## src/rtl/ajc_risc_dp_pkg.sv

```systemverilog
// ajc_risc_dp_pkg
// Shared definitions for the parameterised RISC datapath:
//   - ALU function codes (alu_fs)
//   - write-back bus source codes (wb_sel)
//   - memory sequencer state enum
//   - bit positions of C, N, V, Z inside the status register
package ajc_risc_dp_pkg;

  // ALU function codes; 4'hD..4'hF give a zero result
  localparam logic [3:0] FS_PASS = 4'h0;
  localparam logic [3:0] FS_ADD  = 4'h1;
  localparam logic [3:0] FS_ADC  = 4'h2;
  localparam logic [3:0] FS_SUB  = 4'h3;
  localparam logic [3:0] FS_AND  = 4'h4;
  localparam logic [3:0] FS_OR   = 4'h5;
  localparam logic [3:0] FS_XOR  = 4'h6;
  localparam logic [3:0] FS_NOT  = 4'h7;
  localparam logic [3:0] FS_SHL  = 4'h8;
  localparam logic [3:0] FS_SHR  = 4'h9;
  localparam logic [3:0] FS_SAR  = 4'hA;
  localparam logic [3:0] FS_INC  = 4'hB;
  localparam logic [3:0] FS_DEC  = 4'hC;

  // Write-back bus sources
  localparam logic [1:0] WB_ALU  = 2'd0;
  localparam logic [1:0] WB_DMR  = 2'd1;
  localparam logic [1:0] WB_IPDR = 2'd2;
  localparam logic [1:0] WB_ZERO = 2'd3;

  // Status register bit positions, SR = {C,N,V,Z}
  localparam int SR_C = 3;
  localparam int SR_N = 2;
  localparam int SR_V = 1;
  localparam int SR_Z = 0;

  // Memory sequencer states
  typedef enum logic [1:0] {
    ST_IDLE = 2'd0,
    ST_ADDR = 2'd1,
    ST_REQ  = 2'd2,
    ST_DONE = 2'd3
  } mem_state_e;

endpackage

```

## src/rtl/ajc_risc_dp_param_if.sv

```systemverilog
// ajc_risc_dp_param_if
// Data-memory bus between the datapath's memory sequencer and a memory.
//   req   : access request, held high until ack
//   we    : 1 store, 0 load (stable while req)
//   addr  : word address (stable while req)
//   wdata : store data (stable while req)
//   ack   : memory completion, sampled only while req is high
//   rdata : load data, sampled on the ack edge
// Modports: master = datapath side, slave = memory side.
interface ajc_risc_dp_param_if #(
  parameter int DW = 8,
  parameter int AW = 10
) ();

  logic          req;
  logic          we;
  logic [AW-1:0] addr;
  logic [DW-1:0] wdata;
  logic          ack;
  logic [DW-1:0] rdata;

  modport master (
    output req, we, addr, wdata,
    input  ack, rdata
  );

  modport slave (
    input  req, we, addr, wdata,
    output ack, rdata
  );

endinterface

```

## src/rtl/ajc_risc_alu.sv

```systemverilog
// ajc_risc_alu
// Combinational ALU of the datapath.
//   x, y   : operands (x = SRC1, y = SRC2)
//   c_in   : carry in for add-with-carry
//   fs     : function select (FS_* codes)
//   result : ALU result
//   cnvz   : flags {C,N,V,Z}; C is borrow on SUB/DEC, the shifted-out bit on
//            shifts, 0 on logic ops; V only on ADD/ADC/SUB/INC/DEC
module ajc_risc_alu
  import ajc_risc_dp_pkg::*;
#(
  parameter int DW = 8
) (
  input  logic [DW-1:0] x,
  input  logic [DW-1:0] y,
  input  logic          c_in,
  input  logic [3:0]    fs,
  output logic [DW-1:0] result,
  output logic [3:0]    cnvz
);

  logic [DW:0]   wide;
  logic [DW-1:0] res;
  logic          c_flag;
  logic          v_flag;

  always_comb begin
    wide   = '0;
    res    = '0;
    c_flag = 1'b0;
    v_flag = 1'b0;
    case (fs)
      FS_PASS: res = x;
      FS_ADD: begin
        wide   = {1'b0, x} + {1'b0, y};
        res    = wide[DW-1:0];
        c_flag = wide[DW];
        v_flag = (x[DW-1] == y[DW-1]) && (res[DW-1] != x[DW-1]);
      end
      FS_ADC: begin
        wide   = {1'b0, x} + {1'b0, y} + {{DW{1'b0}}, c_in};
        res    = wide[DW-1:0];
        c_flag = wide[DW];
        v_flag = (x[DW-1] == y[DW-1]) && (res[DW-1] != x[DW-1]);
      end
      FS_SUB: begin
        // The extra top bit of the widened difference is the borrow
        wide   = {1'b0, x} - {1'b0, y};
        res    = wide[DW-1:0];
        c_flag = wide[DW];
        v_flag = (x[DW-1] != y[DW-1]) && (res[DW-1] != x[DW-1]);
      end
      FS_AND: res = x & y;
      FS_OR:  res = x | y;
      FS_XOR: res = x ^ y;
      FS_NOT: res = ~x;
      FS_SHL: begin
        res    = {x[DW-2:0], 1'b0};
        c_flag = x[DW-1];
      end
      FS_SHR: begin
        res    = {1'b0, x[DW-1:1]};
        c_flag = x[0];
      end
      FS_SAR: begin
        res    = {x[DW-1], x[DW-1:1]};
        c_flag = x[0];
      end
      FS_INC: begin
        wide   = {1'b0, x} + (DW+1)'(1);
        res    = wide[DW-1:0];
        c_flag = wide[DW];
        v_flag = ~x[DW-1] & res[DW-1];
      end
      FS_DEC: begin
        wide   = {1'b0, x} - (DW+1)'(1);
        res    = wide[DW-1:0];
        c_flag = wide[DW];
        v_flag = x[DW-1] & ~res[DW-1];
      end
      default: res = '0;
    endcase
  end

  always_comb begin
    cnvz       = '0;
    cnvz[SR_C] = c_flag;
    cnvz[SR_N] = res[DW-1];
    cnvz[SR_V] = v_flag;
    cnvz[SR_Z] = (res == '0);
  end

  assign result = res;

endmodule

```

## src/rtl/ajc_risc_dp_param.sv

```systemverilog
// ajc_risc_dp_param
// Parameterised RISC datapath: NREG x DW register file, ALU with CNVZ status
// register, input/output port registers and a data-memory sequencer
// (IDLE -> ADDR -> REQ -> DONE).
// Ports:
//   clk, rst_n                 clock, asynchronous active-low reset
//   rf_we, rf_wa               register-file write enable / address
//   src1_sel, src2_sel         operand X / Y read addresses
//   wb_sel                     write-back source (ALU, DMR, IPDR, zero)
//   alu_fs, ld_sr              ALU function, status-register load
//   ld_ipdr, ld_opdr           port register loads
//   in_port, out_port          input port, OPDR contents
//   sr_cnvz                    status register {C,N,V,Z}
//   mem_start, mem_wr, mem_ofs memory access start, direction, signed offset
//   mem_busy, mem_done         sequencer busy, one-cycle completion pulse
//   mem_err                    sticky timeout flag
//   dm                         data-memory bus (master side)
// Build option: define AJC_DP_MEM_TIMEOUT_EN to abort a memory request after
// TMO_CYC unacknowledged REQ cycles and flag mem_err; without it REQ waits
// for ack indefinitely and mem_err is constant 0.
module ajc_risc_dp_param
  import ajc_risc_dp_pkg::*;
#(
  parameter int DW      = 8,
  parameter int NREG    = 4,
  parameter int AW      = 10,
  parameter int TMO_CYC = 16,
  localparam int RAW    = $clog2(NREG)
) (
  input  logic           clk,
  input  logic           rst_n,
  input  logic           rf_we,
  input  logic [RAW-1:0] rf_wa,
  input  logic [RAW-1:0] src1_sel,
  input  logic [RAW-1:0] src2_sel,
  input  logic [1:0]     wb_sel,
  input  logic [3:0]     alu_fs,
  input  logic           ld_sr,
  input  logic           ld_ipdr,
  input  logic           ld_opdr,
  input  logic [DW-1:0]  in_port,
  output logic [DW-1:0]  out_port,
  output logic [3:0]     sr_cnvz,
  input  logic           mem_start,
  input  logic           mem_wr,
  input  logic [AW-1:0]  mem_ofs,
  output logic           mem_busy,
  output logic           mem_done,
  output logic           mem_err,
  ajc_risc_dp_param_if.master dm
);

  if (DW < 4 || NREG < 2 || (NREG & (NREG - 1)) != 0 || AW <= DW || TMO_CYC < 1)
  begin : g_param_check
    $error("ajc_risc_dp_param: illegal parameter combination");
  end

  // Architectural state
  logic [DW-1:0] rf_reg [NREG];
  logic [DW-1:0] dmr_reg;
  logic [DW-1:0] ipdr_reg;
  logic [DW-1:0] opdr_reg;
  logic [3:0]    sr_reg;

  // Memory cycle registers
  logic [AW-1:0] addr_reg;
  logic [DW-1:0] wdata_reg;
  logic          we_reg;

  mem_state_e    state_reg, state_next;

  logic [DW-1:0] op_x, op_y;
  logic [DW-1:0] alu_result;
  logic [3:0]    alu_cnvz;
  logic [DW-1:0] wb_bus;
  logic [AW-1:0] addr_next;
  logic          start_accept;
  logic          ack_accept;
  logic          tmo_hit;

  // Register file: combinational read, no write-to-read bypass
  assign op_x = rf_reg[src1_sel];
  assign op_y = rf_reg[src2_sel];

  always_ff @(posedge clk or negedge rst_n) begin
    if (!rst_n) begin
      for (int i = 0; i < NREG; i++) rf_reg[i] <= '0;
    end else if (rf_we) begin
      rf_reg[rf_wa] <= wb_bus;
    end
  end

  ajc_risc_alu #(.DW(DW)) u_alu (
    .x      (op_x),
    .y      (op_y),
    .c_in   (sr_reg[SR_C]),
    .fs     (alu_fs),
    .result (alu_result),
    .cnvz   (alu_cnvz)
  );

  always_comb begin
    wb_bus = '0;
    case (wb_sel)
      WB_ALU:  wb_bus = alu_result;
      WB_DMR:  wb_bus = dmr_reg;
      WB_IPDR: wb_bus = ipdr_reg;
      default: wb_bus = '0;
    endcase
  end

  // Status and port registers
  always_ff @(posedge clk or negedge rst_n) begin
    if (!rst_n) begin
      sr_reg   <= '0;
      ipdr_reg <= '0;
      opdr_reg <= '0;
    end else begin
      if (ld_sr)   sr_reg   <= alu_cnvz;
      if (ld_ipdr) ipdr_reg <= in_port;
      if (ld_opdr) opdr_reg <= op_x;
    end
  end

  assign out_port = opdr_reg;
  assign sr_cnvz  = sr_reg;

  // Base register is treated as signed; the sum wraps modulo 2^AW
  assign addr_next = {{(AW-DW){op_x[DW-1]}}, op_x} + mem_ofs;

  assign start_accept = (state_reg == ST_IDLE) && mem_start;
  assign ack_accept   = (state_reg == ST_REQ) && dm.ack;

`ifdef AJC_DP_MEM_TIMEOUT_EN
  localparam int TW = $clog2(TMO_CYC + 1);
  logic [TW-1:0] tmo_cnt_reg;
  logic          err_reg;

  // tmo_cnt_reg counts completed unacknowledged REQ cycles
  assign tmo_hit = (state_reg == ST_REQ) && !dm.ack &&
                   (tmo_cnt_reg == TW'(TMO_CYC - 1));

  always_ff @(posedge clk or negedge rst_n) begin
    if (!rst_n) begin
      tmo_cnt_reg <= '0;
      err_reg     <= 1'b0;
    end else begin
      if (state_reg == ST_REQ && !dm.ack && !tmo_hit) tmo_cnt_reg <= tmo_cnt_reg + 1'b1;
      else tmo_cnt_reg <= '0;
      if (start_accept) err_reg <= 1'b0;
      else if (tmo_hit) err_reg <= 1'b1;
    end
  end

  assign mem_err = err_reg;
`else
  assign tmo_hit = 1'b0;
  assign mem_err = 1'b0;
`endif

  // Sequencer state register
  always_ff @(posedge clk or negedge rst_n) begin
    if (!rst_n) state_reg <= ST_IDLE;
    else        state_reg <= state_next;
  end

  // Sequencer next state and outputs
  always_comb begin
    state_next = state_reg;
    mem_busy   = 1'b1;
    mem_done   = 1'b0;
    dm.req     = 1'b0;
    case (state_reg)
      ST_IDLE: begin
        mem_busy = 1'b0;
        if (mem_start) state_next = ST_ADDR;
      end
      ST_ADDR: state_next = ST_REQ;
      ST_REQ: begin
        dm.req = 1'b1;
        if (dm.ack || tmo_hit) state_next = ST_DONE;
      end
      ST_DONE: begin
        mem_done   = 1'b1;
        state_next = ST_IDLE;
      end
      default: state_next = ST_IDLE;
    endcase
  end

  // Address/data/direction are captured once at start and held to the end
  always_ff @(posedge clk or negedge rst_n) begin
    if (!rst_n) begin
      addr_reg  <= '0;
      wdata_reg <= '0;
      we_reg    <= 1'b0;
      dmr_reg   <= '0;
    end else begin
      if (start_accept) begin
        addr_reg  <= addr_next;
        wdata_reg <= op_y;
        we_reg    <= mem_wr;
      end
      if (ack_accept && !we_reg) dmr_reg <= dm.rdata;
    end
  end

  assign dm.addr  = addr_reg;
  assign dm.wdata = wdata_reg;
  assign dm.we    = we_reg;

endmodule

```

## src/flat_wrapper.sv

```systemverilog
// flat-port wrapper written by rule: the top's interface ports become plain ports
module ajc_risc_dp_param_flat import ajc_risc_dp_pkg::*;
#(
  parameter int DW      = 8,
  parameter int NREG    = 4,
  parameter int AW      = 10,
  parameter int TMO_CYC = 16,
  localparam int RAW    = $clog2(NREG)
)
  (clk, rst_n, rf_we, rf_wa, src1_sel, src2_sel, wb_sel, alu_fs, ld_sr, ld_ipdr, ld_opdr, in_port, out_port, sr_cnvz, mem_start, mem_wr, mem_ofs, mem_busy, mem_done, mem_err, dm_req, dm_we, dm_addr, dm_wdata, dm_ack, dm_rdata);
  ajc_risc_dp_param_if #(.DW(DW), .AW(AW)) dm_i ();
  input  logic clk;
  input  logic rst_n;
  input  logic rf_we;
  input  logic [RAW-1:0] rf_wa;
  input  logic [RAW-1:0] src1_sel;
  input  logic [RAW-1:0] src2_sel;
  input  logic [1:0] wb_sel;
  input  logic [3:0] alu_fs;
  input  logic ld_sr;
  input  logic ld_ipdr;
  input  logic ld_opdr;
  input  logic [DW-1:0] in_port;
  output logic [DW-1:0] out_port;
  output logic [3:0] sr_cnvz;
  input  logic mem_start;
  input  logic mem_wr;
  input  logic [AW-1:0] mem_ofs;
  output logic mem_busy;
  output logic mem_done;
  output logic mem_err;
  output wire logic [$bits(dm_i.req)-1:0] dm_req;
  output wire logic [$bits(dm_i.we)-1:0] dm_we;
  output wire logic [$bits(dm_i.addr)-1:0] dm_addr;
  output wire logic [$bits(dm_i.wdata)-1:0] dm_wdata;
  input wire logic [$bits(dm_i.ack)-1:0] dm_ack;
  input wire logic [$bits(dm_i.rdata)-1:0] dm_rdata;
  assign dm_req = dm_i.req;
  assign dm_we = dm_i.we;
  assign dm_addr = dm_i.addr;
  assign dm_wdata = dm_i.wdata;
  assign dm_i.ack = dm_ack;
  assign dm_i.rdata = dm_rdata;
  ajc_risc_dp_param #(.DW(DW), .NREG(NREG), .AW(AW), .TMO_CYC(TMO_CYC)) u_core (.clk(clk), .rst_n(rst_n), .rf_we(rf_we), .rf_wa(rf_wa), .src1_sel(src1_sel), .src2_sel(src2_sel), .wb_sel(wb_sel), .alu_fs(alu_fs), .ld_sr(ld_sr), .ld_ipdr(ld_ipdr), .ld_opdr(ld_opdr), .in_port(in_port), .out_port(out_port), .sr_cnvz(sr_cnvz), .mem_start(mem_start), .mem_wr(mem_wr), .mem_ofs(mem_ofs), .mem_busy(mem_busy), .mem_done(mem_done), .mem_err(mem_err), .dm(dm_i));
endmodule
```

## config.mk

```make
export PLATFORM = sky130hd
export DESIGN_NAME = ajc_risc_dp_param_flat
export DESIGN_NICKNAME = d
export VERILOG_FILES = /design/src/rtl/ajc_risc_dp_pkg.sv /design/src/rtl/ajc_risc_dp_param_if.sv /design/src/rtl/ajc_risc_alu.sv /design/src/rtl/ajc_risc_dp_param.sv /design/src/flat_wrapper.sv
export SDC_FILE = /design/constraint.sdc
export NUM_CORES = 1
export LEC_CHECK = 0
export CAP_MARGIN = 20
export CORE_MARGIN = 1.5
export CORE_UTILIZATION = 50
export CTS_CLUSTER_SIZE = 14
export DETAILED_ROUTE_END_ITERATION = 12
export HOLD_SLACK_MARGIN = 0.15
export PLACE_DENSITY = 0.73
export SYNTH_ARGS = -nofsm -noshare
export SYNTH_HDL_FRONTEND = slang
export SYNTH_HIERARCHICAL = 1
export SYNTH_SLANG_ARGS = --single-unit
```

## constraint.sdc

```tcl
create_clock -name clk -period 8.06 [get_ports clk]
set_input_delay 2.418 -clock clk [delete_from_list [all_inputs] [get_ports clk]]
set_output_delay 2.418 -clock clk [all_outputs]
set_load 0.05 [all_outputs]
```

==> metrics.md <==
| Metric | Value |
|---|---|
| Cells after Synth | `649` |
| Commonest cells after routing, fill and taps aside | `dfrtp_1, clkdlybuf4s50_1, nand2_1` |
| Register area share after synthesis | `32.5%` |
| Synth async-reset ratio | `100%` |
| Tcrit/Tclk final | `84.0%` |
| Max Slew Vio Count | `0` |
| Most common cell after layout, fill and taps aside | `dfrtp_1` |
| VDD IR max | `0.000204 V` |
| Yosys top cell area share | `32.5%` |
| Clock sink count | `81` |
| Syn Std Cell Area | `0.00624 mm2` |
| Clock Power Share | `16.6%` |
| Clock skew | `0.00807 ns` |
| Post-layout nets | `799` |
| CP Capture Type | `register` |
| Pre-CTS WS | `1.02 ns` |
| Crit start category | `input port` |
| Final core utilization | `61.2%` |
| Row Count | `40` |
| Worst hold path type | `register to register` |
| Status | `finished clean` |
| Synth Net Count | `742` |
| GR Util All Layers | `27.1%` |
| Post-DP HPWL | `12.5 mm` |
| Sequential share of power | `25.6%` |
| Final setup viols | `0` |
| DR WL/cell | `19.4 um` |
| Hold path cells | `1` |
| Crit path max fanout | `12` |
| Sw power | `1.12 mW` |
| Slew of the pin with the lowest slew margin | `1.05 ns` |
| Initial antenna violation count | `0` |
| Switch share | `45.6%` |
| RSZ-0062 raised after global routing | `false` |
| Critical path's largest stage delay | `0.92 ns` |
| Top cells by area, synth | `dfrtp_1, ha_1, mux2_2` |
| Total gr overflow | `0` |
| Number of distinct library cells after synthesis | `73` |
| Final Hold Fails | `0` |
| Synth area leader | `dfrtp_1` |
| H-tree levels | `3` |
| Pre-antenna DRT Iters | `5` |
| Root Buffer | `clkbuf_16` |
| Starting Density | `51.5%` |
| Number of global-route vias before repair | `5113` |
| Top FF cell, synth | `dfrtp_1` |
| Crit-path slowest cell | `mux4_1` |
| Worst-Skew Late Latency | `0.35 ns` |
| DRT iter0 DRCs | `514` |
| # DRC | `0` |
| Reg clk slew, reported paths | `0.06 ns` |
| Port bufs | `80` |
| WL final | `17.0 mm` |
| Die H | `115 um` |
| Max FFs per register | `32` |
| Final ANT Viol Nets | `0` |
| Die W | `115 um` |
| Core Region | `0.0121 mm2` |
| Setup bufs post-CTS | `0` |
| WP data arrival | `6.94 ns` |
| Worst path cell trace | `clkdlybuf4s50_1, mux4_1, inv_2, ha_1, and3_1, a221o_1, nor2_1, nor2_1, a211oi_1, a21oi_1, a211o_1, mux2i_1, nor2_1, a21oi_1, a21oi_1` |
| Max-cap viol count | `0` |
| Worst reg-to-reg path cell count | `14` |
| Vias per inst | `6.06` |
| DR vias | `5320` |
| N_diodes | `0` |
| First-pass GRT wire length | `27.3 mm` |
| #FFs+latches synth | `81` |
| Critical path class | `input port to register` |
| Layout area overhead | `18.8%` |
| Yosys warns | `6` |
| Pint | `1.34 mW` |
| # IOs | `82` |
| EDFF count, synth | `0` |
| Routability Congestion | `0.910` |
| CTS max path bufs | `2` |
| Post-route worst setup slack | `1.29 ns` |
| Fmax | `0.148 GHz` |
| Hold buffer count at cts | `0` |
| CTS tree | `done` |
| Syn Area/Cell | `9.61 um2` |
| Pwr per Cell Area | `331 mW/mm2` |
| Filler cells | `1043` |
| Total Die Area | `0.0132 mm2` |
| Post-CTS resize count | `0` |
| Part of the power in combinational logic | `57.9%` |
| Worst EP required | `8.23 ns` |
| Minimum clock period | `6.77 ns` |
| Largest net degree at the start of global routing | `82` |
| Leak | `3.16 nW` |
| TritonCTS buffer count | `9` |
| Share of cells above drive strength 1 | `11.8%` |
| Setup TNS Final | `0 ns` |
| Slew HR | `29.7%` |
Yosys cell counts, drive strengths merged (5+ instances only):
cell    number
a21oi       40
a221oi       6
buf         27
clkbuf      15
dfrtp       81
ha          43
inv         36
mux2        38
mux2i       13
mux4        19
nand2       59
nand3       13
nand3b       5
nand4        5
nor2        43
nor2b        9
nor3        16
o21ai       52
o21bai       5
o22ai        5
xnor2       20
xor2        12
metal layers:
metal	up-vias	track usage [%]	wire length, um
li1	2477	-	-
met1	2598	38.0	7340
met2	217	43.2	8220
met3	28	3.76	989
met4	0	9.96	459
met5	-	0	0
per-stage QoR:
step           total power [mW]  instance area (um2)  instances  hold WS (ns)
3_5_place_dp               2.03                 7060        861         0.469
6_report                   2.45                 7410        878         0.483
4_1_cts                    2.45                 7350        876         0.487
2_1_floorplan              1.63                 6240        649         0.458
5_1_grt                    2.61                 7410        878         0.502
3_3_place_gp               2.00                 7060        861         0.465
power by group through the flow:
stage,Combinational (mW),Sequential (mW),Clock (mW)
2_1_floorplan,0.809,0.825,0
3_3_place_gp,1.37,0.625,0
3_5_place_dp,1.40,0.632,0
4_1_cts,1.40,0.626,0.416
5_1_grt,1.53,0.643,0.433
6_report,1.42,0.627,0.406
kinds of logic after synthesis:
kind of cell / synth area share, %
AND/OR/NAND/NOR: 14.3
flip-flops: 32.5
XOR/XNOR: 4.85
multiplexers: 16.2
other: 0.0601
AO/OA/AOI/OAI: 16.6
adder cells (fa/ha/maj): 9.59
buffers and inverters: 5.90
worst max-delay path, delay by kind of cell:
| kind | cells | cell delay [ns] |
|---|---|---|
| compound gates | 6 | 1.33 |
| mux | 2 | 1.07 |
| buf+inv | 2 | 1.05 |
| fa+ha+maj | 1 | 0.40 |
| simple gates | 4 | 0.67 |
area by class of cell:
type / instances / area, um2 / share of cell area [%]
clock inverter: 6 / 70.1 / 0.946
multi-input combinational: 490 / 3840 / 51.9
timing repair buffer: 88 / 898 / 12.1
tap: 168 / 210 / 2.84
inverter: 36 / 135 / 1.82
sequential: 81 / 2030 / 27.4
clock buffer: 9 / 225 / 3.04
path summary, 6_finish.rpt:
kind,to,slack [ns],startpoint
setup / recovery,u_core/rf_reg[29],1.29,src1_sel[0]
hold / removal,u_core/dm.addr[4],0.48,u_core/dm.addr[4]
setup reg to reg,u_core/rf_reg[29],3.89,u_core/rf_reg[20]
hold reg to reg,u_core/dm.addr[4],0.48,u_core/dm.addr[4]
max in group asynchronous,u_core/sr_cnvz[1],5.53,rst_n
min in group asynchronous,u_core/state_reg[1],1.94,rst_n
Note: power is estimated with default switching activity, not from simulation.
